==> src/rtl/apb_master_param.sv <==
// -----------------------------------------------------------------------------
// apb_master_param
//   Parametrised APB master. Takes read/write commands from a CPU-side
//   valid/ready port and runs APB transfers to one of NUM_SLAVES slaves.
//   Supports read data capture, PSLVERR reporting, back-to-back transfers with
//   no IDLE gap, and an optional wait-state timeout.
//   The PRDATA mux that selects the addressed slave lives outside this block.
//
// Optional feature macro:
//   APB_TIMEOUT_EN  when defined, an ACCESS phase that sees PREADY=0 for
//                   TIMEOUT_CYC cycles is aborted and reported as an error.
//                   When undefined, ACCESS waits indefinitely for PREADY.
//
// Ports:
//   clk        in   1           clock, rising edge
//   PRESET     in   1           asynchronous active-low reset
//   cmd_valid  in   1           command request
//   cmd_ready  out  1           command accepted when cmd_valid && cmd_ready
//   cmd_write  in   1           1 = write, 0 = read
//   cmd_sel    in   SEL_W       slave index (>= NUM_SLAVES is an error)
//   cmd_addr   in   ADDR_W      transfer address
//   cmd_wdata  in   DATA_W      write data
//   rsp_valid  out  1           one-cycle completion pulse
//   rsp_rdata  out  DATA_W      read data (0 for writes / errors)
//   rsp_err    out  1           PSLVERR, invalid select or timeout
//   PSEL       out  NUM_SLAVES  one-hot slave select
//   PENABLE    out  1           access phase
//   PADDR      out  ADDR_W      address
//   PWRITE     out  1           direction
//   PWDATA     out  DATA_W      write data
//   PRDATA     in   DATA_W      selected slave read data
//   PREADY     in   1           slave ready
//   PSLVERR    in   1           slave error, sampled with PENABLE && PREADY
// -----------------------------------------------------------------------------
module apb_master_param #(
   parameter int ADDR_W      = 8,
   parameter int DATA_W      = 32,
   parameter int NUM_SLAVES  = 4,
   parameter int SEL_W       = ($clog2(NUM_SLAVES) > 0) ? $clog2(NUM_SLAVES) : 1,
   parameter int TIMEOUT_CYC = 16
) (
   input  logic                  clk,
   input  logic                  PRESET,
   // command side
   input  logic                  cmd_valid,
   output logic                  cmd_ready,
   input  logic                  cmd_write,
   input  logic [SEL_W-1:0]      cmd_sel,
   input  logic [ADDR_W-1:0]     cmd_addr,
   input  logic [DATA_W-1:0]     cmd_wdata,
   // response side
   output logic                  rsp_valid,
   output logic [DATA_W-1:0]     rsp_rdata,
   output logic                  rsp_err,
   // APB side
   output logic [NUM_SLAVES-1:0] PSEL,
   output logic                  PENABLE,
   output logic [ADDR_W-1:0]     PADDR,
   output logic                  PWRITE,
   output logic [DATA_W-1:0]     PWDATA,
   input  logic [DATA_W-1:0]     PRDATA,
   input  logic                  PREADY,
   input  logic                  PSLVERR
);

   typedef enum logic [1:0] {
      S_IDLE   = 2'd0,
      S_SETUP  = 2'd1,
      S_ACCESS = 2'd2
   } state_e;

   state_e                state_q;
   logic [NUM_SLAVES-1:0] psel_q;
   logic                  penable_q;
   logic [ADDR_W-1:0]     paddr_q;
   logic                  pwrite_q;
   logic [DATA_W-1:0]     pwdata_q;
   logic                  rsp_valid_q;
   logic [DATA_W-1:0]     rsp_rdata_q;
   logic                  rsp_err_q;

   logic [NUM_SLAVES-1:0] sel_onehot;
   logic                  sel_ok;
   logic                  accept;
   logic                  load;

   // One-hot decode of cmd_sel. An index outside 0..NUM_SLAVES-1 decodes to
   // all zeros, which doubles as the invalid-select flag.
   for (genvar g = 0; g < NUM_SLAVES; g++) begin : g_dec
      assign sel_onehot[g] = (cmd_sel == SEL_W'(g));
   end
   assign sel_ok = |sel_onehot;

   // An invalid select is only taken from IDLE: in the completing ACCESS cycle
   // the port stalls it, so it is picked up in the IDLE cycle that follows.
   // PRESET gating keeps ready low while reset holds the FSM in IDLE.
   assign cmd_ready = PRESET &
                      ((state_q == S_IDLE) |
                       ((state_q == S_ACCESS) & PREADY & sel_ok));
   assign accept    = cmd_valid & cmd_ready;
   assign load      = accept & sel_ok;

`ifdef APB_TIMEOUT_EN
   localparam int CNT_W = ($clog2(TIMEOUT_CYC + 1) > 0) ? $clog2(TIMEOUT_CYC + 1) : 1;
   logic [CNT_W-1:0] wcnt_q;
`else
   // TIMEOUT_CYC has no effect in this build.
   logic unused_timeout;
   assign unused_timeout = (TIMEOUT_CYC > 0);
`endif

   always_ff @(posedge clk or negedge PRESET) begin
      if (!PRESET) begin
         state_q     <= S_IDLE;
         psel_q      <= '0;
         penable_q   <= 1'b0;
         paddr_q     <= '0;
         pwrite_q    <= 1'b0;
         pwdata_q    <= '0;
         rsp_valid_q <= 1'b0;
         rsp_rdata_q <= '0;
         rsp_err_q   <= 1'b0;
`ifdef APB_TIMEOUT_EN
         wcnt_q      <= '0;
`endif
      end else begin
         rsp_valid_q <= 1'b0;

         // Transfer attributes are captured on every valid accept and then
         // held through SETUP/ACCESS and any following IDLE.
         if (load) begin
            paddr_q  <= cmd_addr;
            pwrite_q <= cmd_write;
            pwdata_q <= cmd_wdata;
`ifdef APB_TIMEOUT_EN
            wcnt_q   <= '0;
`endif
         end

         case (state_q)
            S_IDLE: begin
               if (load) begin
                  state_q <= S_SETUP;
                  psel_q  <= sel_onehot;
               end else if (accept) begin
                  // Invalid select: no bus activity, immediate error response.
                  rsp_valid_q <= 1'b1;
                  rsp_err_q   <= 1'b1;
                  rsp_rdata_q <= '0;
               end
            end

            S_SETUP: begin
               state_q   <= S_ACCESS;
               penable_q <= 1'b1;
            end

            S_ACCESS: begin
               if (PREADY) begin
                  rsp_valid_q <= 1'b1;
                  rsp_err_q   <= PSLVERR;
                  rsp_rdata_q <= (pwrite_q | PSLVERR) ? '0 : PRDATA;
                  penable_q   <= 1'b0;
                  if (load) begin
                     // Back-to-back: straight into the next SETUP.
                     state_q <= S_SETUP;
                     psel_q  <= sel_onehot;
                  end else begin
                     state_q <= S_IDLE;
                     psel_q  <= '0;
                  end
               end
`ifdef APB_TIMEOUT_EN
               else if (wcnt_q == CNT_W'(TIMEOUT_CYC - 1)) begin
                  // This is the TIMEOUT_CYC-th wait cycle: abort the transfer.
                  state_q     <= S_IDLE;
                  psel_q      <= '0;
                  penable_q   <= 1'b0;
                  rsp_valid_q <= 1'b1;
                  rsp_err_q   <= 1'b1;
                  rsp_rdata_q <= '0;
               end else begin
                  wcnt_q <= wcnt_q + 1'b1;
               end
`endif
            end

            default: begin
               state_q   <= S_IDLE;
               psel_q    <= '0;
               penable_q <= 1'b0;
            end
         endcase
      end
   end

   assign PSEL      = psel_q;
   assign PENABLE   = penable_q;
   assign PADDR     = paddr_q;
   assign PWRITE    = pwrite_q;
   assign PWDATA    = pwdata_q;
   assign rsp_valid = rsp_valid_q;
   assign rsp_rdata = rsp_rdata_q;
   assign rsp_err   = rsp_err_q;

endmodule

==> config.mk <==
export PLATFORM = sky130hd
export DESIGN_NAME = apb_master_param
export DESIGN_NICKNAME = d
export VERILOG_FILES = /design/src/rtl/apb_master_param.sv
export SDC_FILE = /design/constraint.sdc
export NUM_CORES = 1
export LEC_CHECK = 0
export BUFFER_PORTS_ARGS = -buffer_cell sky130_fd_sc_hd__buf_2
export CORE_ASPECT_RATIO = 1.1
export CORE_MARGIN = 10
export CORE_UTILIZATION = 49
export CTS_CLUSTER_DIAMETER = 30
export DETAILED_ROUTE_END_ITERATION = 12
export MAX_ROUTING_LAYER = met4
export PLACE_DENSITY_LB_ADDON = 0.3
export SLEW_MARGIN = 40
export SYNTH_ARGS = -nofsm -noshare
export SYNTH_HDL_FRONTEND = slang
export SYNTH_SLANG_ARGS = --single-unit
==> constraint.sdc <==
create_clock -name clk -period 2.1 [get_ports clk]
set_input_delay 0.315 -clock clk [delete_from_list [all_inputs] [get_ports clk]]
set_output_delay 0.315 -clock clk [all_outputs]
set_load 0.03 [all_outputs]
After elaboration in Yosys (flattened, before gate mapping)
Cells that the tools add are included.

storage, ports and cells
  RAM bits = 0
  bits in read-only memories = 0
  output and inout port bits = 81
  latch bits = 0
  memories = 0
  register bits after elaboration = 82

operators by class
  shift-type cells = 0
  add/subtract/negate cells = 0
  multiply operators = 0
  reduce and logical (&&, ||, !) cells = 8
  order comparisons = 0
  bitwise logic cells = 9
  equality and inequality tests = 9
  muxes and demuxes = 23
  div/mod/pow operators = 0

operator list
  cell                  number
  $mux W32              4
  $pmux W32 S2          1
  $mux W4               3
  $pmux W4 S3           1
  $mux W1               8
  $ne A2 B2 Y1 const B  4
  $eq A2 B2 Y1 const B  3
  $pmux W2 S3           1
  $and A1 B1 Y1         5
  $eq A2 B1 Y1 const B  2
  $logic_not A2 Y1      2
  $mux W2               2
  $pmux W1 S2           2
  $reduce_and A2 Y1     2
  $reduce_and A4 Y1     1
  $reduce_or A4 Y1      1
  $pmux W1 S3           1
  $reduce_and A3 Y1     1
  $not A1 Y1            2
  $or A1 B1 Y1          2
  $reduce_bool A2 Y1    1

Depth between registers and ports, before layout
  word-level depth = 10
  gate-level depth with buffers = 5
  gate-level depth less buffers = 3

Worst setup path after synthesis
No wires, ideal clock.

  path type = register -> register
  start point = register state_q[1]
  end point = register paddr_q[3] (netlist: PADDR[3])
  setup time = 0.125 ns
  path buffers = 2
  arrival time = 1.298 ns
  clock period less this slack = 1.423 ns
  cell stages (with the launch flop) = 6
  required time = 1.975 ns
  setup slack = 0.677 ns
  cells stage by stage = dfrtp_1 -> nand2b_1 -> and4b_1 -> buf_6 -> buf_6 -> mux2_4

between the ends
  cells in the longest elaborated chain, start to end = 7

ends and longest elaborated chain
  item                         line  source
  from (decl)                  72    state_e state_q;
  from (signal assigned)       114   state_q <= S_IDLE;
  from (signal assigned)       143   state_q <= S_SETUP;
  from (signal assigned)       154   state_q <= S_ACCESS;
  $eq A2 B2 Y1                 99    ((state_q == S_ACCESS) & PREADY & sel_ok));
  $and A1 B1 Y1 (2 in series)  99
  $or A1 B1 Y1 *               98    ((state_q == S_IDLE) |
  $and A1 B1 Y1 *              97    assign cmd_ready = PRESET &
  $and A1 B1 Y1 *              100   assign accept = cmd_valid & cmd_ready;
  $and A1 B1 Y1 *              101   assign load = accept & sel_ok;
  to (signal assigned)         132   paddr_q <= cmd_addr;
  to (decl)                    75    logic [ADDR_W-1:0] paddr_q;

Every way passes the cells marked *; elsewhere a longest branch is shown, timed or not.
A chain may end at the register's enable or synchronous reset.

Worst setup path in the final report
  start point = input port PRESET
  end point = register pwdata_q[2] (netlist: PWDATA[2])

between the ends
  cells in the longest elaborated chain, start to end = 3

ends and longest elaborated chain
  item                  line  source
  from (decl)           43    input logic PRESET,
  $and A1 B1 Y1         97
  $and A1 B1 Y1         100
  $and A1 B1 Y1         101
  to (signal assigned)  134   pwdata_q <= cmd_wdata;
  to (decl)             77    logic [DATA_W-1:0] pwdata_q;

No other way between the ends.

==> results_dict.tcl <==
set metrics [dict create \
    critPathMaxFanout 35 \
    synth_cells 252 \
    placed_area_sq_mm 0.00417 \
    hpwl_mm 6.59 \
    start_util 0.504 \
    track_usage 0.168 \
    routedWlPerCell_microns 17.2 \
    ctsResizeCount 0 \
    synth_cell_type_count 19 \
    hold_start "cmd_addr[4]" \
    finalCritPeriodShare 0.800 \
    crit_end "PWDATA[2]" \
    path_class "in -> reg" \
    clk_latency_ns 0.33 \
    clk_pin_slew_worst_paths_ns 0.08 \
    maxSlewViolCount 0 \
    fin_ws_ns 0.420 \
    syn_nets 332 \
    critPathLaunchType "input port" \
    die_area_sq_mm 0.0104 \
    leakage_nw 2.29 \
    register_area_sq_mm 0.00205 \
    ir_worst_vdd_mv 0.578 \
    antenna_left 0 \
    mostFrequentLayoutCell "buf_2" \
    drive_gt1_frac 0.530 \
    drc 0 \
    startpoint "PRESET" \
    r2r_start "state_q[1]" \
    grt_overflow 0 \
    num_io_pins 161 \
    cts-root-buf "clkbuf_8" \
    fp.dieW_microns 98.3 \
    ys_warn_count 0 \
    utilization 0.660 \
    synth-compound-area-share 0.0670 \
    gp_congestion 0.775 \
    fmaxAchievable_mhz 595 \
    yosysTopAreaCell "dfrtp_1" \
    synth_top_family_by_area "multiplexers" \
    synthXorXnorAreaFrac 0 \
    ys_seq_area_frac 0.621 \
    core_area_sq_mm 0.00656 \
    wl_mm 8.58 \
    hold_path.class "in -> reg" \
    dr.pass1.iters 4 \
    fill_cells 526 \
    cts_buffer_depth 2 \
    vias_per_cell 4.88 \
    required_ns 2.31 \
    cap_violations 0 \
    rrSetupSlack_ns 0.52 \
    die_y_microns 106 \
    power.total_mw 4.73 \
    ys_ff_latch 82 \
    syn_area_per_cell_sq_um 13.1 \
    first_global_vias 2618 \
    final_cell_mix "159 x buf_2, 82 x dfrtp_1, 65 x nand2_1" \
    tns_ns 0 \
    tightest_slew_ns 0.717 \
    synth_area_sq_mm 0.00330 \
    syn2layout_area_growth_pct 30.9 \
    grt_pass1_wl_mm 13.7 \
    setup_viol 0 \
    final_area_sq_mm 0.00433 \
    pre_cts_slack_ns 0.494 \
    multi_input_area_sq_mm 0.00112 \
    clock_skew_ns 0.0100 \
    cts_tree "yes" \
    fin_crit_ns 1.68 \
    io_buffers 160 \
    r2r_end "PWDATA[2]" \
    status "complete, no violations" \
    worstRegToRegCells 4 \
    rsz0062_at_grt "false" \
    synth_top_area_frac 0.621 \
    p_per_area_mw_per_mm2 1090 \
    crit_arrival_ns 1.89 \
    cts_max_level 3 \
    hold_violations 0 \
    antenna_found_initial 1 \
    nets 494 \
    max_slew_margin 0.522 \
    crit_path_end_kind "flip-flop" \
    synth.area.mux_share 0.186 \
    synthSimpleGateAreaFrac 0.0848 \
    synth_area_leaders "dfrtp_1 62%, mux2_4 16%, nand2_1 7.4%" \
    drt-initial-drc-count 99 \
    cts_buffers 9 \
    synthAdderAreaFrac 0 \
    vias 2428 \
    grt_max_degree 82 \
    clkSinkCount 82 \
    fp-row-count 31 \
]
-- worst min-delay path by stage --
stage                       to  slack [ns]  cells after the start
floorplan             PADDR[0]        0.02                      0
global placement       PENABLE        0.11                      1
detailed placement     PENABLE        0.12                      1
CTS                   PADDR[4]        0.19                      2
global route        PWDATA[10]        0.19                      2
finish                PADDR[4]        0.21                      2
-- synth_stat cells (all sizes together) --
library cell,instances
nand2,65
mux2i,1
nor2,1
dfrtp,82
mux2,42
a32o,4
nand3b,1
clkbuf,6
inv,3
nand2b,1
buf,9
o31a,1
o21a,1
o21ai,33
and3b,1
and4b,1
-- registers in the layout (all words and copies together), names as in the netlist --
register / cells
rsp_valid: 1
rsp_err: 1
PWDATA: 32
PADDR: 8
PSEL: 4
state_q: 2
rsp_rdata: 32
PENABLE: 1
PWRITE: 1
-- layer usage --
layer / GRT usage / vias up / part of all wire
li1: - / 1168 / -
met1: 0.187 / 1171 / 0.40
met2: 0.288 / 79 / 0.54
met3: 0.0337 / 10 / 0.046
met4: 0.0738 / 0 / 0.013
met5: - / - / 0
-- where the power goes --
group | switching, mW | leakage (nW) | total (mW) | internal (mW)
sequential | 0.177 | 1.03 | 2.09 | 1.91
clock | 0.487 | 0.0770 | 0.922 | 0.435
combinational | 1.11 | 1.18 | 1.72 | 0.609
-- critical path, cell delays in order --
cell and delay [ns]:
dlygate4sd3_1 0.53, buf_4 0.14, and4b_2 0.26, buf_12 0.26, mux2_2 0.37
-- area by class of cell --
cell class,instances,area share
flip-flops and latches,82,0.474
multi-input cells,152,0.259
clock buffers,11,0.0327
inverters,3,0.00260
well taps,82,0.0237
diodes,1,0.000578
repair buffers,166,0.206
clock inverters,1,0.00116
-- cell families (layout without fill, tap and decap cells) --
group / count (synthesis) / count (layout)
DFF: 82 / 82
and+or+nand+nor: 70 / 70
muxes: 43 / 43
AOI/OAI and AO/OA: 39 / 39
other: 0 / 1
buffers and inverters: 18 / 181
-- stage by stage --
step / hold slack [ns] / std cells
after global routing: 0.189 / 498
after floorplan: 0.0194 / 252
after detailed placement: 0.117 / 484
after CTS: 0.189 / 497
final: 0.206 / 498
after global placement: 0.111 / 484
-- timing repair --
action                                 in CTS  in global routing
endpoints found under the hold margin       1                  0
hold buffers                                1                  0
buffers inserted                            0                  0
(Power assumes the default switching activity.)
